===== config.mk =====
export PLATFORM = sky130hd
export DESIGN_NAME = fifo_rd_stage
export DESIGN_NICKNAME = d
export VERILOG_FILES = /design/src/rtl/fifo_rd_stage.sv
export SDC_FILE = /design/constraint.sdc
export NUM_CORES = 1
export LEC_CHECK = 0
export BUFFER_PORTS_ARGS = -buffer_cell sky130_fd_sc_hd__buf_2
export CORE_MARGIN = 3
export CORE_UTILIZATION = 55
export DETAILED_ROUTE_END_ITERATION = 10
export MAX_ROUTING_LAYER = met4
export PLACE_DENSITY = 0.77
export SYNTH_ARGS = -nofsm -noshare
export SYNTH_HDL_FRONTEND = slang
export SYNTH_SLANG_ARGS = --single-unit

===== constraint.sdc =====
create_clock -name rclk -period 2.5 [get_ports rclk]
set_input_delay 0.25 -clock rclk [delete_from_list [all_inputs] [get_ports rclk]]
set_output_delay 0.25 -clock rclk [all_outputs]
set_load 0.05 [all_outputs]

===== src/rtl/fifo_rd_stage.sv =====
// rtl/fifo_rd_stage.sv - FWFT valid/ready read stage with 2-entry output buffer
// Optional transfer counter compiled in by defining FIFO_RD_STAGE_XFER_CNT_EN
module fifo_rd_stage #(
  parameter int DSIZE = 8
) (
  input  logic             rclk,
  input  logic             rrst_n,
  input  logic             rempty,
  input  logic [DSIZE-1:0] rdata,
  output logic             rinc,
  output logic [DSIZE-1:0] dout,
  output logic             dout_valid,
  input  logic             dout_ready
`ifdef FIFO_RD_STAGE_XFER_CNT_EN
  ,
  output logic [15:0]      xfer_cnt
`endif
);

  typedef enum logic [1:0] {
    ST_EMPTY = 2'd0,
    ST_ONE   = 2'd1,
    ST_TWO   = 2'd2
  } state_t;

  state_t           state_q, state_d;
  logic             inflight_q, inflight_d;
  logic [DSIZE-1:0] head_q, head_d;
  logic [DSIZE-1:0] tail_q, tail_d;
  logic             pop;
  logic             capture;
  logic [1:0]       occ;

  // Head entry is always the older word; tail only used in TWO.
  assign dout_valid = (state_q != ST_EMPTY);
  assign dout       = head_q;
  assign pop        = dout_valid & dout_ready;
  assign capture    = inflight_q;

  // Read request: only when the words already owned (buffered + in flight)
  // minus this cycle's pop leave room, so a capture in TWO cannot happen.
  always_comb begin
    occ = 2'd0;
    case (state_q)
      ST_ONE:  occ = 2'd1;
      ST_TWO:  occ = 2'd2;
      default: occ = 2'd0;
    endcase
    rinc = rrst_n & ~rempty &
           (({1'b0, occ} + {2'b00, inflight_q}) < (3'd2 + {2'b00, pop}));
    inflight_d = rinc;
  end

  // Occupancy FSM and buffer data movement.
  always_comb begin
    state_d = state_q;
    head_d  = head_q;
    tail_d  = tail_q;
    case (state_q)
      ST_EMPTY: begin
        if (capture) begin
          head_d  = rdata;
          state_d = ST_ONE;
        end
      end
      ST_ONE: begin
        if (capture && pop) begin
          head_d = rdata;
        end else if (capture) begin
          tail_d  = rdata;
          state_d = ST_TWO;
        end else if (pop) begin
          state_d = ST_EMPTY;
        end
      end
      ST_TWO: begin
        if (pop) begin
          head_d  = tail_q;
          state_d = ST_ONE;
        end
      end
      default: state_d = ST_EMPTY;
    endcase
  end

  // State, in-flight flag and buffer registers; reset drops everything held.
  always_ff @(posedge rclk or negedge rrst_n) begin
    if (!rrst_n) begin
      state_q    <= ST_EMPTY;
      inflight_q <= 1'b0;
      head_q     <= '0;
      tail_q     <= '0;
    end else begin
      state_q    <= state_d;
      inflight_q <= inflight_d;
      head_q     <= head_d;
      tail_q     <= tail_d;
    end
  end

`ifdef FIFO_RD_STAGE_XFER_CNT_EN
  logic [15:0] xfer_cnt_q, xfer_cnt_d;

  // Delivered-word count, wraps naturally at 16 bits.
  always_comb begin
    xfer_cnt_d = xfer_cnt_q + {15'd0, pop};
  end

  // Transfer counter register.
  always_ff @(posedge rclk or negedge rrst_n) begin
    if (!rrst_n) begin
      xfer_cnt_q <= 16'd0;
    end else begin
      xfer_cnt_q <= xfer_cnt_d;
    end
  end

  assign xfer_cnt = xfer_cnt_q;
`endif

endmodule


# After elaboration in Yosys (flattened, before gate mapping)
# Cells that the tools add are included.
totals:
  output_inout_bits: 10
  inputBits: 12
  reg_bits: 19
op_classes:
  n_reduce_logical: 7
  order_cmp: 1
  n_eq_ne: 7
  mux: 11
  n_bitwise: 5
  n_addsub: 2
ops:
  columns: ["operator", "n"]
  rows:
  - ["8-bit two-way mux", 3]
  - ["8-bit case mux with 3 select lines", 1]
  - ["2-bit two-way mux", 5]
  - ["2-bit inequality test (second input constant)", 4]
  - ["4-bit AND reduction", 2]
  - ["2-bit case mux with 3 select lines", 1]
  - ["2-bit case mux with 2 select lines", 1]
  - ["2-bit by 1-bit adder with 3-bit output", 1]
  - ["2-bit by 1-bit adder with 3-bit output (first input constant)", 1]
  - ["1-bit AND", 3]
  - ["3-bit less-than comparator", 1]
  - ["3-bit inequality test (second input constant)", 1]
  - ["3-bit AND reduction", 1]
  - ["3-bit nonzero test", 1]
  - ["2-bit by 1-bit == test with 1-bit output (second input constant)", 1]
  - ["2-bit == test (second input constant)", 1]
  - ["2-bit zero test", 1]
  - ["1-bit NOT", 2]
  - ["2-bit nonzero test", 1]
  - ["1-bit logical AND", 1]

# Longest topological paths before layout
depth:
  depth_word: 6
  depth_mapped: 6
  depth_no_buf: 6

# Worst setup path before layout
# OpenSTA, ideal clock, no wires.
synth_path:
  path_type: "register to output"
  from: "reg state_q[1]"
  to: "out rinc"
  path_buffers: 0
  required_time_ns: 2.250
  path_slack_ns: 0.389
  path_stages_with_launch: 7
  arrival_time_ns: 1.861
  cell_sequence: "dfrtp_1 > and2b_2 > ha_1 > ha_1 > nor2_1 > nand2_1 > a21oi_1"
synth_via:
  elab_chain_len: 5
  elab_cells_between_ends: 9
synth_rtl:
  columns: ["item", "line", "source"]
  rows:
  - ["start: declaration", "26", "state_t state_q, state_d;"]
  - ["start signal: assignment", "94", "state_q <= state_d;"]
  - ["2-bit == test (tied with other cells)", "44", "case (state_q)"]
  - ["2-bit case mux with 2 select lines or 1-bit AND (tied branches)", "44, 37", null]
  - ["2-bit by 1-bit adder with 3-bit output", "50", "(({1'b0, occ} + {2'b00, inflight_q}) < (3'd2 + {2'b00, pop}));"]
  - ["3-bit less-than comparator (*)", "50", null]
  - ["1-bit AND (*)", "49", "rinc = rrst_n & ~rempty &"]
  - ["end: declaration", "10", "output logic rinc,"]
# Every way passes the cells marked *; elsewhere a longest branch is shown, timed or not.

# Worst setup path in the final report
# Same ends and word-level chain as after synthesis.

==> metrics.txt <==
status=complete, no violations; Clock Tree Root=clkbuf_4; Hold Path Class=in2reg; Top FF cell, synth=dfrtp_1; Avg Cell Area, Syn=15.1 um2; largest net degree at the start of global routing=21; Finished Core Util=0.714; Diodes inserted=0; setup_tns=0 ns; Core Area=roughly 1600 um2; Worst-Skew Late Latency=~0.30 ns; multi-input logic area=478 um2; Fin Hold WS=slightly below 0.2 ns; Longest Clk Path Bufs=2; # rows=14; Critical Path, Cell by Cell=and2b_2 > ha_1 > ha_1 > nor2_1 > nand2_1 > a21oi_1 > buf_2; WP buf/inv=1; Num CTS Buffers=3; Die Area=about 2300 um2; post-synthesis register bit count=19; Critical Path Max Stage Delay=0.44 ns; initial core utilization=0.614; cell area after synthesis=approximately 970 um2; Mapped Nets=78; crit path max fanout=8; vias in the first global route=approximately 570; most common cell in the synthesized netlist=dfrtp_1; Total Routed Length=~1500 um; Worst EP arrival=between 1.5 and 2 ns; fin. max-slew vios=0; top cells by area, synth=dfrtp_1 49%, mux2_4 25%, mux2_2 9.3%, ha_1 2.6%, nand3b_1 2.3%; Clock Pin Slew Worst Setup and Hold Paths=about 0.10 ns; Hold Fails Final Rpt=0; average wire per standard cell=between 10 and 15 um; Post-synth EDFFs=0; chip width=between 40 and 50 um; Peak Freq=about 0.46 GHz; H-Tree Level Count=1; I/O Buffers=21; critical path class=reg2out; sequential share of the synthesized area=0.491; Max IR drop VDD=roughly 0.76 mV; RSZ-0062 raised after global routing=false; sequential cell area=around 480 um2; Clock Skews=a little under 0.004 ns; post-synth top area share=0.491; post-synth top area cell=dfrtp_1; Total GRT Usage=0.157; slowest CP cell=dfrtp_1; clock sinks=19; max cap viols=0; Worst Path Required=between 2 and 2.5 ns; CTS tree=done; Final GP Congestion=between 0.6 and 0.7; most frequent cell on the critical path=ha_1; antenna violation net count after detailed routing=0; vias=575; Filler cells=~120; initial antenna violation count=0; DRT iter0 DRCs=8; relative slew slack=0.717; flop2flop setup slack=0.93 ns; top cells by count, synth=19 x dfrtp_1, 16 x mux2_4, 8 x mux2_2, 3 x nand3b_1; Async SR Flop Fraction=1.00; Distinct cells, synth=19; YS warnings=0; worst slew pin tran=0.425 ns; Worst setup SP type=flip-flop; PwrDens=between 1000 and 1500 nW/um2; nets=roughly 110; Crit. End Element=primary output; Post-CTS Resized=0; I/O Pins=22; vias per std cell=between 5 and 6; GRT overflow=0; die height=around 48 um; DRC viols=0; Area growth syn-to-layout=16.3%; DP HPWL=approximately 1100 um; final worst-path cycle share=0.866; Final min period=2.16 ns; Synth Instances=64; post-CTS setup buffer count=0; CP delay by family, top=flip-flops; Final setup viols=0; drt pass-1 iters=2; wire length of the first global-routing pass=about 2400 um; fraction of layout cells with a size suffix above 1=0.600; Pleak=between 0.0005 and 0.0006 uW
[state kept, by name (all words and copies together) (netlist names)]
name     count
capture      1
dout         8
state_q      2
tail_q       8
[path summary, 6_finish.rpt]
check	startpoint	cells past startpoint	end
min in group asynchronous	rrst_n	2	capture$_DFF_PN0_
max in group asynchronous	rrst_n	2	dout[1]$_DFFE_PN0P_
worst max-delay path	state_q[1]$_DFFE_PN0P_	7	rinc
worst max register to register	state_q[1]$_DFFE_PN0P_	4	dout[1]$_DFFE_PN0P_
worst min-delay path	dout_ready	2	state_q[1]$_DFFE_PN0P_
worst min register to register	dout[4]$_DFFE_PN0P_	1	dout[4]$_DFFE_PN0P_
[placed cells by master (no fill, tap or decap)]
cell and count:
nand2_1 1, a21oi_1 2, nor2_2 1, o21ai_4 1
and2b_2 1, nor2b_1 2, nand2b_2 1, mux2_2 8
inv_1 1, dlygate4sd3_1 1, a21boi_0 1, o22ai_1 1
ha_1 2, clkbuf_1 1, nand3b_1 3, mux2i_1 1
clkbuf_4 3, mux2_4 16, nor2_1 1, buf_4 1
buf_2 21, or2_2 1, dfrtp_1 19
[stage by stage]
stage                     cells  worst slack (ns)  instance area [um2]  total power (uW)
final                       106             0.336                 1130              1190
after global routing        106             0.185                 1130              1250
after CTS                   106             0.301                 1130              1200
after detailed placement    101             0.665                 1090              1050
after global placement      101             0.729                 1090              1030
after floorplan              64             0.389                  968               926
[cells by family after synthesis]
| kind of cell | count (synthesis) | share of synthesized area |
|---|---|---|
| buffers and inverters | 2 | 0.0155 |
| AND/OR/NAND/NOR | 11 | 0.0749 |
| AO/OA/AOI/OAI | 5 | 0.0414 |
| adder cells (fa/ha/maj) | 2 | 0.0258 |
| multiplexers | 25 | 0.351 |
| flip-flops | 19 | 0.491 |
[where the power goes]
| part | switching (uW) | leakage [uW] | internal (uW) |
|---|---|---|---|
| Clock | 90.6 | 0.0000150 | 62.2 |
| Sequential | 69.7 | 0.000228 | 432 |
| Combinational | 315 | 0.000299 | 216 |
[area by class of cell]
class	instances	share of cell area
sequential	19	0.422
clock buffer	4	0.0233
inverter	1	0.00333
timing repair buffer	23	0.109
tap	16	0.0178
multi-input combinational	43	0.424
[layer usage]
| layer | up-vias | part of all wire | track usage |
|---|---|---|---|
| li1 | 280 | - | - |
| met1 | 277 | 0.49 | 0.194 |
| met2 | 18 | 0.46 | 0.256 |
| met3 | 0 | 0.049 | 0.0564 |
| met4 | 0 | 0 | 0.0161 |
| met5 | - | 0 | - |
[repair_timing]
action	CTS	global route
hold endpoints to repair	19	0
hold buffers	1	0
endpoints found under the setup margin	0	0
[worst reg2reg max path, cell delays in order (launching register included)]
cell and delay (ns):
dfrtp_1 0.44, nor2b_1 0.21, buf_4 0.24, mux2_4 0.32
mux2_4 0.26
(Power assumes the default switching activity.)
